## src/rtl/rf_pkg.sv

```systemverilog
// Shared types and constants for the register-file command initiator.
// RF_MASTER_SWAP_EN adds the SWAP states to the state type.
package rf_pkg;

  localparam int RF_DW = 8;
  localparam int RF_AW = 4;

  localparam logic RF_READ  = 1'b1;
  localparam logic RF_WRITE = 1'b0;

  localparam logic [1:0] OP_WRITE = 2'b00;
  localparam logic [1:0] OP_READ  = 2'b01;
  localparam logic [1:0] OP_COPY  = 2'b10;
  localparam logic [1:0] OP_SWAP  = 2'b11;

  typedef enum logic [3:0] {
    IDLE,
    WR,
    RD,
    RWAIT,
    RSP,
    CP_RD,
    CP_WAIT,
    CP_WR
`ifdef RF_MASTER_SWAP_EN
    ,
    SW_RA,
    SW_RB,
    SW_CB,
    SW_WA,
    SW_WB
`endif
  } rf_state_e;

endpackage

```

## src/rtl/rf_master.sv

```systemverilog
// Command-driven initiator for the register file: WRITE, READ, COPY and SWAP.
// SWAP is built only when RF_MASTER_SWAP_EN is defined; otherwise op 11 pulses err.
module rf_master
  import rf_pkg::*;
(
  input  logic              clk,
  input  logic              rst_n,
  // Handshakes: a transfer happens on a rising edge where valid && ready;
  // valid holds its payload stable until that edge and never depends on ready.
  input  logic              cmd_valid,
  output logic              cmd_ready,
  input  logic [1:0]        cmd_op,
  input  logic [RF_AW-1:0]  cmd_dst,
  input  logic [RF_AW-1:0]  cmd_src,
  input  logic [RF_DW-1:0]  cmd_imm,
  output logic              rsp_valid,
  input  logic              rsp_ready,
  output logic [RF_DW-1:0]  rsp_data,
  output logic              err,
  output logic              rf_enb,
  output logic              rf_r_w,
  output logic [RF_AW-1:0]  rf_sel,
  output logic [RF_DW-1:0]  rf_wdata,
  input  logic [RF_DW-1:0]  rf_rdata
);

  rf_state_e        state, state_next;
  logic             enb_next;
  logic             r_w_next;
  logic [RF_AW-1:0] sel_next;
  logic [RF_DW-1:0] wdata_next;
  logic             err_next;
  logic [RF_AW-1:0] dst_q;
`ifdef RF_MASTER_SWAP_EN
  logic [RF_AW-1:0] src_q;
  logic [RF_DW-1:0] tmp_a;
`endif

  assign cmd_ready = (state == IDLE);

  always_ff @(posedge clk) begin
    if (!rst_n) begin
      state <= IDLE;
    end else begin
      state <= state_next;
    end
  end

  // Register-file outputs are computed for the state being entered, so they
  // only change on state entry and are stable for the whole state.
  always_comb begin
    state_next = state;
    enb_next   = 1'b0;
    r_w_next   = RF_READ;
    sel_next   = rf_sel;
    wdata_next = rf_wdata;
    err_next   = 1'b0;
    case (state)
      IDLE: begin
        if (cmd_valid) begin
          case (cmd_op)
            OP_WRITE: begin
              state_next = WR;
              enb_next   = 1'b1;
              r_w_next   = RF_WRITE;
              sel_next   = cmd_dst;
              wdata_next = cmd_imm;
            end
            OP_READ: begin
              state_next = RD;
              enb_next   = 1'b1;
              sel_next   = cmd_dst;
            end
            OP_COPY: begin
              state_next = CP_RD;
              enb_next   = 1'b1;
              sel_next   = cmd_src;
            end
            default: begin
`ifdef RF_MASTER_SWAP_EN
              state_next = SW_RA;
              enb_next   = 1'b1;
              sel_next   = cmd_dst;
`else
              err_next   = 1'b1;
`endif
            end
          endcase
        end
      end
      WR:      state_next = IDLE;
      RD:      state_next = RWAIT;
      RWAIT:   state_next = RSP;
      RSP:     if (rsp_ready) state_next = IDLE;
      CP_RD:   state_next = CP_WAIT;
      CP_WAIT: begin
        // rf_wdata doubles as the copy temp: it captures the source value here.
        state_next = CP_WR;
        enb_next   = 1'b1;
        r_w_next   = RF_WRITE;
        sel_next   = dst_q;
        wdata_next = rf_rdata;
      end
      CP_WR:   state_next = IDLE;
`ifdef RF_MASTER_SWAP_EN
      SW_RA: begin
        state_next = SW_RB;
        enb_next   = 1'b1;
        sel_next   = src_q;
      end
      SW_RB:   state_next = SW_CB;
      SW_CB: begin
        state_next = SW_WA;
        enb_next   = 1'b1;
        r_w_next   = RF_WRITE;
        sel_next   = dst_q;
        wdata_next = rf_rdata;
      end
      SW_WA: begin
        state_next = SW_WB;
        enb_next   = 1'b1;
        r_w_next   = RF_WRITE;
        sel_next   = src_q;
        wdata_next = tmp_a;
      end
      SW_WB:   state_next = IDLE;
`endif
      default: state_next = IDLE;
    endcase
  end

  always_ff @(posedge clk) begin
    if (!rst_n) begin
      rf_enb    <= 1'b0;
      rf_r_w    <= RF_READ;
      rf_sel    <= '0;
      rf_wdata  <= '0;
      err       <= 1'b0;
      rsp_valid <= 1'b0;
      rsp_data  <= '0;
      dst_q     <= '0;
    end else begin
      rf_enb    <= enb_next;
      rf_r_w    <= r_w_next;
      rf_sel    <= sel_next;
      rf_wdata  <= wdata_next;
      err       <= err_next;
      rsp_valid <= (state_next == RSP);
      if (state == RWAIT) rsp_data <= rf_rdata;
      if (cmd_valid && cmd_ready) dst_q <= cmd_dst;
    end
  end

`ifdef RF_MASTER_SWAP_EN
  // A's value arrives during SW_RB; B's value goes straight into rf_wdata.
  always_ff @(posedge clk) begin
    if (!rst_n) begin
      src_q <= '0;
      tmp_a <= '0;
    end else begin
      if (cmd_valid && cmd_ready) src_q <= cmd_src;
      if (state == SW_RB) tmp_a <= rf_rdata;
    end
  end
`endif

endmodule

```

## config.mk

```make
export PLATFORM = sky130hd
export DESIGN_NAME = rf_master
export DESIGN_NICKNAME = d
export VERILOG_FILES = /design/src/rtl/rf_pkg.sv /design/src/rtl/rf_master.sv
export SDC_FILE = /design/constraint.sdc
export NUM_CORES = 1
export LEC_CHECK = 0
export BUFFER_PORTS_ARGS = -buffer_cell sky130_fd_sc_hd__buf_4
export CAP_MARGIN = 10
export CORE_UTILIZATION = 30
export CTS_CLUSTER_DIAMETER = 40
export CTS_CLUSTER_SIZE = 10
export DETAILED_ROUTE_END_ITERATION = 8
export PLACE_DENSITY_LB_ADDON = 0.2
export SETUP_SLACK_MARGIN = 0.2
export SLEW_MARGIN = 20
export SYNTH_ARGS = -nofsm -noshare
export SYNTH_HDL_FRONTEND = slang
export SYNTH_SLANG_ARGS = --single-unit
```

## constraint.sdc

```tcl
create_clock -name clk -period 5.7 [get_ports clk]
set_clock_uncertainty 0.15 [all_clocks]
set_input_delay 0.57 -clock clk [delete_from_list [all_inputs] [get_ports clk]]
set_output_delay 0.57 -clock clk [all_outputs]
set_load 0.01 [all_outputs]
```

==> reports/metrics.sh, run 1 <==
RR_STARTPOINT='state[2]'
POST-SYNTH-TOP-AREA-FRACTION=0.441
WORST-SETUP-PATH-TYPE='reg2out'
CRITPATHLAUNCH='state[2]'
FMAXACHIEVABLE_MHz=431
FIRST_GLOBAL_VIAS=1279
ANTENNA_VIOLATING_NETS_POST_ROUTE=0
CLOCKBUFFERDEPTH=2
TIMING_WORST_SLEW_PIN_VALUE_NS=0.864
PLACE.PORT_BUFFERS=54
POST_CTS.RESIZED_INSTANCES=0
DP_SLACK_NS=3.66
FILLERINSTANCES=452
SYNTH.YOSYS.WARNINGS=0
HOLD_CLASS='reg2reg'
DETAILED_PLACE_HPWL_MICRONS=2710
GLOBAL_ROUTE.USAGE.TOTAL=0.153
INSTANCES_NO_FILL=252
CRITPATHSLOWESTCELL='or4_4'
YS_FF_LATCH=32
INITIAL_CORE_UTIL=0.323
DIEHEIGHT_MICRONS=71.6
ROUTED_WIRELENGTH_MICRONS=3610
DIEWIDTH_MICRONS=71.6
ROOT_BUFFER='clkbuf_8'
WORST_EP_REQUIRED_TIME_NS=4.98
LAYOUT-DRIVE-GT1-SHARE=0.340
SEQUENTIALPOWERSHARE=0.497
SYNTHDOMINANTAREACELLTYPE='dfxtp_1'
ROUTE.VIAS.TOTAL=1261
DRT_DRC_VIOLATIONS_LEFT=0
INTERNAL-POWER_mW=0.359
TIMING.CRITICAL_PATH.CELLS='or4_4 > inv_8 > buf_4'
POWER.COMBINATIONAL.FRACTION=0.126
AVERAGE_CELL_AREA_AFTER_SYNTHESIS_SQ_UM=9.76
POST-CTS-SETUP-BUFFERS=0
POWER_LEAKAGE_nW=0.868
SYNTHESIS.NETS=179
NETSWITCHINGPOWER_mW=0.113
VIA_PER_INST=5.00
CTSHTREEMAXLEVEL=2
POWER_SWITCHING_SHARE=0.239
YOSYS_MOST_USED_DFF='dfxtp_1'
TRITONCTS.NUM_BUFFERS=5
GRT_MAX_DEGREE=29
AREAGROWTHSYNTHTOFINISH_PCT=33.7
RUN_STATUS='completed'
POSTSYNTH.ASYNCRESETSHARE=0
WORST-PATH-MAX-FANOUT=10
SHARE_OF_THE_CLOCK_PERIOD_USED_BY_THE_WORST_PATH=0.407
SYNTH_EDF_COUNT=0
FINAL_HOLD_VIOLATION_COUNT=0
FINAL_CORE_UTIL=0.432
POSTCTSHOLDBUFS=0
WORST_SLACK_NS=3.38
FINAL-MAX-SLEW-VIOLATION-COUNT=0
CRIT_PATH_MAX_INCR_DELAY_NS=0.68
PATH_CLK_SLEW_NS=0.07
CP-START-KIND='flop'
FINAL_NET_COUNT=229
SYNTH_CELL_TYPE_COUNT=34
SYNTH-SEQ-AREA-SHARE=0.441
GRT_PASS1_WL_MICRONS=6010
PERIOD_MINUS_SLACK_NS=2.32
NETLIST_INSTANCES=149
CLOCK_SINK_COUNT=32
TRITONCTS='done'
WORSTSETUPENDPOINTTYPE='primary output'
FIRST_PASS_ITERS=4
YS_TOP_CELLS_BY_AREA='dfxtp_1 44%, mux2i_1 8.3%, o211a_1 5.5%'
FINALSETUPTNS_NS=0
DP.CELLS=244
MAX_SLEW_MARGIN=0.421
ARRIVAL_NS=1.60
DRT_FIRST_ITER_VIOLATIONS=45
ROUTED_WIRE_LENGTH_PER_INSTANCE_MICRONS=14.3
GRT.OVERFLOW.TOTAL=0
TIMING.HOLD.WS_NS=0.321
HOLD_PATH_STARTPOINT='dst_q[0]'
FINALSETUPVIOLCOUNT=0
FINALWEIGHTEDCONGESTION=0.834
PWR_DENSITY_CELL_nW_PER_UM2=243
N_ANTENNA_CELL=0
NUM_IO_PINS=55
MAX_IR_DROP_VDD_uV=118
GRT_ANTENNA_BEFORE_REPAIR=0
DIEAREA_SQ_UM=5130
POWER.CLOCK.FRACTION=0.376
PLACEMENT_ROWS=24
CLK_LATENCY_NS=0.28
NETLIST_AREA_SQ_UM=1450
CAP_VIOLATIONS=0
RSZ0062_AT_GRT='false'
CORE_FOOTPRINT_SQ_UM=4500
-- synthesized netlist by cell type, types with 2 or more instances --
cell type,number
a21boi_0,9
a21oi_1,3
a2bb2oi_1,4
and2_1,2
buf_6,4
clkbuf_1,5
dfxtp_1,32
mux2i_1,12
nand2_1,18
nand3_1,9
nor2_1,5
nor2b_1,9
o211a_1,8
o32ai_1,8
xnor2_1,2
-- flip-flops by register name, indices dropped and copies added (netlist names) --
name / flops
rf_enb: 1
dst_q: 4
rf_wdata: 8
rf_sel: 4
rsp_data: 8
state: 4
err: 1
rf_r_w: 1
rsp_valid: 1
-- worst max-delay path, delay by kind of cell (launching register included) --
family / cells / cell delay, ns
buffers and inverters: 2 / 0.25
flip-flops: 1 / 0.39
AND/OR/NAND/NOR: 1 / 0.68
-- per-stage QoR --
stage | total power, mW | cell area [sq um]
finish | 0.472 | 1940
global route | 0.499 | 1940
CTS | 0.480 | 1940
detailed placement | 0.300 | 1850
global placement | 0.299 | 1850
floorplan | 0.271 | 1450
-- area by class of cell --
cell class / instances / area, sq um / share of cell area
sequential: 32 / 641 / 0.329
multi-input combinational: 104 / 726 / 0.373
clock inverter: 2 / 10.0 / 0.00515
clock buffer: 6 / 82.6 / 0.0425
timing repair buffer: 54 / 405 / 0.208
inverter: 2 / 15.0 / 0.00772
tap: 52 / 65.1 / 0.0335
-- layout by cell type, fill, tap and decap left out, types with 5 or more instances in the layout --
master | Yosys | layout
a21boi_0 | 9 | 9
buf_4 | 0 | 54
clkbuf_8 | 0 | 6
dfxtp_1 | 32 | 32
mux2i_1 | 12 | 12
nand2_1 | 18 | 18
nand3_1 | 9 | 9
nor2_1 | 5 | 5
nor2b_1 | 9 | 9
o211a_1 | 8 | 8
o32ai_1 | 8 | 8
-- worst paths after layout --
| kind | end | slack [ns] | depth (start not counted) |
|---|---|---|---|
| worst max-delay path | cmd_ready | 3.38 | 3 |
| worst min-delay path | dst_q[0] | 0.32 | 2 |
| worst max register to register | rf_wdata[5] | 3.65 | 5 |
| worst min register to register | dst_q[0] | 0.32 | 2 |
-- routing by layer --
layer | global-route usage | routed length (microns) | part of all wire
met5 | 0 | 0 | 0
met4 | 0.0523 | 51 | 0.014
met3 | 0.0619 | 217 | 0.060
met2 | 0.246 | 1690 | 0.47
met1 | 0.185 | 1650 | 0.46
-- cells by family after synthesis --
group	count (synthesis)	synth area share
xor gates and xnor gates	2	0.0121
DFF	32	0.441
AOI/OAI and AO/OA	34	0.192
buffers and inverters	13	0.0602
other	1	0.00258
and+or+nand+nor	55	0.210
muxes	12	0.0826
-- power by group through the flow --
stage | clock network [mW] | registers, mW | logic, mW
2_1_floorplan | 0 | 0.241 | 0.0302
3_3_place_gp | 0 | 0.239 | 0.0591
3_5_place_dp | 0 | 0.240 | 0.0602
4_1_cts | 0.185 | 0.235 | 0.0603
5_1_grt | 0.199 | 0.235 | 0.0647
6_report | 0.178 | 0.235 | 0.0597
No activity file was read; power rests on OpenSTA's default activity.
==> inputs of run 2 (changes only) <==
==> constraint.sdc (replaced) <==
create_clock -name clk -period 1.9 [get_ports clk]
set_clock_uncertainty 0.15 [all_clocks]
set_input_delay 0.19 -clock clk [delete_from_list [all_inputs] [get_ports clk]]
set_output_delay 0.19 -clock clk [all_outputs]
set_load 0.01 [all_outputs]
==> reports/metrics.sh, run 2 (synthesis gave the netlist of run 1 again) <==
DP_SLACK_NS=0.0746
POWER_LEAKAGE_nW=0.953
CLOCKBUFFERDEPTH=2
TRITONCTS='done'
FINALWEIGHTEDCONGESTION=0.819
GRT_MAX_DEGREE=29
MAX_SLEW_MARGIN=0.657
FINAL_CELL_MIX='64 x buf_4, 30 x dfxtp_1, 17 x nand2_1, 12 x mux2i_1'
WORST-SETUP-PATH-TYPE='reg2out'
CLOCK_SINK_COUNT=32
INITIAL_CORE_UTIL=0.323
PWR_DENSITY_CELL_nW_PER_UM2=773
FINAL_COMMON_CELL='buf_4'
GRT_PASS1_WL_MICRONS=6480
WORST_SLACK_NS=0.114
PLACEMENT_ROWS=24
VIA_PER_INST=5.09
DETAILED_PLACE_HPWL_MICRONS=2880
CAP_VIOLATIONS=0
DIEWIDTH_MICRONS=71.6
FINAL-MAX-SLEW-VIOLATION-COUNT=0
FMAXACHIEVABLE_MHz=560
CLK_LATENCY_NS=0.29
ANTENNA_VIOLATING_NETS_POST_ROUTE=0
TRITONCTS.NUM_BUFFERS=5
ROOT_BUFFER='clkbuf_8'
RR_STARTPOINT='state[3]'
CTSHTREEMAXLEVEL=2
INSTANCES_NO_FILL=265
WORST_EP_REQUIRED_TIME_NS=1.56
FINAL_HOLD_VIOLATION_COUNT=0
ROUTED_WIRELENGTH_MICRONS=3960
FINALSETUPTNS_NS=0
LAYOUT-DRIVE-GT1-SHARE=0.408
CP-START-KIND='flop'
SHARE_OF_THE_CLOCK_PERIOD_USED_BY_THE_WORST_PATH=0.940
FINAL_NET_COUNT=242
WORSTSETUPENDPOINTTYPE='primary output'
FIRST_GLOBAL_VIAS=1377
DRT_DRC_VIOLATIONS_LEFT=0
CORE_FOOTPRINT_SQ_UM=4500
DIEHEIGHT_MICRONS=71.6
RUN_STATUS='completed'
DRT_FIRST_ITER_VIOLATIONS=62
DIEAREA_SQ_UM=5130
ROUTE.VIAS.TOTAL=1349
FINAL_CORE_UTIL=0.468
CRITPATHLAUNCH='state[3]'
DP.CELLS=251
GRT.OVERFLOW.TOTAL=0
WORST-PATH-MAX-FANOUT=7
N_ANTENNA_CELL=0
GRT_ANTENNA_BEFORE_REPAIR=0
FIRST_PASS_ITERS=4
ARRIVAL_NS=1.45
PATH_CLK_SLEW_NS=0.07
RSZ0062_AT_GRT='true'
PLACE.PORT_BUFFERS=54
MAX_IR_DROP_VDD_uV=411
LAYOUT_TOP_REGISTERS='rf_wdata (8), rsp_data (8)'
AREAGROWTHSYNTHTOFINISH_PCT=45.0
HOLD_CLASS='in2reg'
TIMING_WORST_SLEW_PIN_VALUE_NS=0.514
NUM_IO_PINS=55
GLOBAL_ROUTE.USAGE.TOTAL=0.167
TIMING.HOLD.WS_NS=0.0174
PERIOD_MINUS_SLACK_NS=1.79
ROUTED_WIRE_LENGTH_PER_INSTANCE_MICRONS=14.9
HOLD_PATH_STARTPOINT='cmd_op[1]'
FINALSETUPVIOLCOUNT=0
## run 2: changes by cell type in the layout (fill, tap and decap cells not counted), sizes merged
cell,delta
bufinv,+1
clkbuf,+1
clkinv,-2
and2,+1
buf,+11
or4,+1
## run 2: worst max-delay path, stage by stage (launching register included)
cell	delay [ns]
dfxtp_2	0.33
or4_4	0.60
inv_8	0.11
buf_6	0.10
## run 2: repair_timing
action | in CTS | in global routing
hold buffers | 0 | 0
cloned | 2 | 0
pin swaps | 5 | 3
endpoints found under the setup margin | 17 | 20
buffers inserted | 4 | 0
resized for setup | 7 | 8
## run 2: per-layer routing
layer	share of wire	wire, microns	global-route usage	vias up
met5	0	0	0	-
met4	0.018	71	0.0719	0
met3	0.064	253	0.0520	7
met2	0.46	1840	0.268	47
met1	0.45	1800	0.208	626
li1	-	-	-	669
## run 2: through the flow
step	instance area, sq um	total power [mW]
final	2110	1.63
after global routing	2110	1.70
after CTS	2100	1.65
after detailed placement	1910	0.906
after global placement	1910	0.902
after floorplan	1460	0.815
## run 2: final timing paths
path | to | slack [ns] | depth (start not counted)
worst min register to register | dst_q[2] | 0.31 | 2
worst max-delay path | cmd_ready | 0.11 | 3
worst max register to register | state[1] | 0.15 | 5
worst min-delay path | err | 0.02 | 3
## run 2: final cells by class
cell class                 count  area (sq um)
clock buffer                   7          96.3
clock inverter                 1          30.0
fill                         432          2400
inverter                       2          15.0
multi-input combinational    106           767
sequential                    32           643
tap                           52          65.1
timing repair buffer          65           492
## run 2: where the power goes
part | total, mW | switching, mW | internal (mW)
clock network | 0.721 | 0.258 | 0.463
logic | 0.206 | 0.0921 | 0.114
registers | 0.703 | 0.0113 | 0.692
==> inputs of run 3 (changes only) <==
--- a/config.mk
+++ b/config.mk
@@ -5,6 +5,7 @@
 export SDC_FILE = /design/constraint.sdc
 export NUM_CORES = 1
 export LEC_CHECK = 0
+export ABC_AREA = 1
 export BUFFER_PORTS_ARGS = -buffer_cell sky130_fd_sc_hd__buf_4
 export CAP_MARGIN = 10
 export CORE_UTILIZATION = 30
==> reports/metrics.sh, run 3 <==
SYNTH-SEQ-AREA-SHARE=0.423
FINAL_NET_COUNT=325
SYNTHTOPCELLSBYCOUNT='77 x nand2_1, 50 x nor2_1, 32 x dfxtp_1'
FINALSETUPVIOLCOUNT=0
TIMING_WORST_SLEW_PIN_VALUE_NS=0.514
MAX_IR_DROP_VDD_uV=425
SYNTHDOMINANTAREACELLTYPE='dfxtp_1'
PWR_DENSITY_CELL_nW_PER_UM2=702
ANTENNA_VIOLATING_NETS_POST_ROUTE=0
YS_TOP_CELLS_BY_AREA='dfxtp_1 42%, nand2_1 19%, nor2_1 12%'
GRT_MAX_DEGREE=23
TRITONCTS.NUM_BUFFERS=5
DIEHEIGHT_MICRONS=73.1
FINALSETUPTNS_NS=0
NUM_IO_PINS=55
FIRST_PASS_ITERS=4
FIRST_GLOBAL_VIAS=1450
FMAXACHIEVABLE_MHz=629
P_TOTAL_mW=1.46
ARRIVAL_NS=1.25
PLACEMENT_ROWS=25
GLOBAL_ROUTE.USAGE.TOTAL=0.154
HOLD_CLASS='in2reg'
SYNTHESIS.NETS=266
AVERAGE_CELL_AREA_AFTER_SYNTHESIS_SQ_UM=6.42
YOSYS_MOST_USED_DFF='dfxtp_1'
CLK_LATENCY_NS=0.28
POST-SYNTH-TOP-AREA-FRACTION=0.423
CP-START-KIND='flop'
CRITPATHSLOWESTCELL='dfxtp_1'
CORE_FOOTPRINT_SQ_UM=4790
FINAL-MAX-SLEW-VIOLATION-COUNT=0
POST_CTS.RESIZED_INSTANCES=0
CTSHTREEMAXLEVEL=2
ROOT_BUFFER='clkbuf_8'
PLACE.PORT_BUFFERS=54
PERIOD_MINUS_SLACK_NS=1.59
WORST-PATH-MAX-FANOUT=10
FINAL_HOLD_VIOLATION_COUNT=0
YS_FF_LATCH=32
ROUTED_WIRE_LENGTH_PER_INSTANCE_MICRONS=10.6
DRT_FIRST_ITER_VIOLATIONS=42
CRIT_PATH_MAX_INCR_DELAY_NS=0.34
DRT_DRC_VIOLATIONS_LEFT=0
CAP_VIOLATIONS=0
N_ANTENNA_CELL=0
NETLIST_INSTANCES=236
INITIAL_CORE_UTIL=0.317
DIEWIDTH_MICRONS=73.1
WORST-SETUP-PATH-TYPE='reg2out'
POWER_LEAKAGE_nW=1.09
SYNTH_EDF_COUNT=0
RUN_STATUS='completed'
LAYOUT-DRIVE-GT1-SHARE=0.251
CLOCKBUFFERDEPTH=2
SYNTH_CELL_TYPE_COUNT=19
ROUTED_WIRELENGTH_MICRONS=3830
TIMING.CRITICAL_PATH.CELLS='nor2_1 > nand2_2 > inv_4 > buf_4'
TRITONCTS='done'
REG2REG_SETUP_SLACK_NS=0.38
POST-CTS-SETUP-BUFFERS=0
DETAILED_PLACE_HPWL_MICRONS=2760
DIEAREA_SQ_UM=5340
LAYOUT_TOP_REGISTERS='rf_wdata (8), rsp_data (8)'
CLOCK_SINK_COUNT=32
GRT_PASS1_WL_MICRONS=6270
POST-SYNTH-TOP-COUNT-CELL='nand2_1'
FINALWEIGHTEDCONGESTION=0.745
WORSTSETUPENDPOINTTYPE='primary output'
AREAGROWTHSYNTHTOFINISH_PCT=37.7
VIA_PER_INST=4.23
NETLIST_AREA_SQ_UM=1520
SHARE_OF_THE_CLOCK_PERIOD_USED_BY_THE_WORST_PATH=0.836
GRT.OVERFLOW.TOTAL=0
GRT_ANTENNA_BEFORE_REPAIR=0
FINAL_CELL_MIX='77 x nand2_1, 54 x buf_4, 50 x nor2_1, 32 x dfxtp_1, 19 x nand3_1'
PATH_CLK_SLEW_NS=0.07
MAX_SLEW_MARGIN=0.657
WORST_EP_REQUIRED_TIME_NS=1.56
FINAL_COMMON_CELL='nand2_1'
ROUTE.VIAS.TOTAL=1531
POSTSYNTH.ASYNCRESETSHARE=0
SYNTH.YOSYS.WARNINGS=0
RSZ0062_AT_GRT='false'
POSTCTSHOLDBUFS=5
==> run 3: cell count changes after synthesis, sizes merged, moves of 9 or more <==
cell | before | now
nor2b | 9 | 0
mux2i | 12 | 0
inv | 2 | 21
nand3 | 10 | 19
a21boi | 9 | 0
nand2 | 18 | 82
nor2 | 5 | 54
==> run 3: final cells by class <==
type | count | area [sq um]
Sequential cell | 32 | 641
Clock buffer | 6 | 72.6
Fill cell | 517 | 2700
Clock inverter | 1 | 5.00
Multi-Input combinational cell | 175 | 743
Timing Repair Buffer | 59 | 455
Inverter | 22 | 85.1
Tap cell | 67 | 83.8
==> run 3: per-layer routing <==
metal	share of wire	GRT usage
met4	0.019	0.0719
met2	0.46	0.246
met1	0.47	0.193
met5	0	0
met3	0.050	0.0428
==> run 3: path summary, 6_finish.rpt <==
check,to,startpoint,cells after the start
max,cmd_ready,state[0],4
min,rsp_data[6],rf_rdata[6],3
max reg2reg,rf_sel[0],state[0],6
min reg2reg,dst_q[0],dst_q[0],2
==> run 3: kinds of logic after synthesis <==
kind of cell	after synthesis	synth area share
buffers and inverters	29	0.0867
AOI/OAI and AO/OA	17	0.0562
DFF	32	0.423
other	1	0.00247
and+or+nand+nor	157	0.432
==> run 3: metrics by stage <==
step | hold slack, ns | util | setup WS (ns) | cells | cell area [sq um]
after floorplan | 0.175 | - | 0.608 | 236 | 1520
after global placement | 0.280 | 0.409 | 0.426 | 350 | 1960
after detailed placement | 0.286 | 0.409 | 0.370 | 350 | 1960
after CTS | 0.00525 | 0.436 | 0.293 | 362 | 2090
after global routing | 0.0233 | 0.436 | 0.243 | 362 | 2090
final | 0.0164 | 0.436 | 0.311 | 362 | 2090
==> run 3: critical path, delay by kind of cell (launching register included) <==
family                 cells  cell delay [ns]
buffers and inverters      2             0.26
DFF                        1             0.34
and+or+nand+nor            2             0.36
==> run 3: where the power goes <==
| part | switching [mW] | internal (mW) | leakage (nW) |
|---|---|---|---|
| registers | 0.0169 | 0.703 | 0.261 |
| clock network | 0.240 | 0.249 | 0.0410 |
| logic | 0.133 | 0.122 | 0.786 |
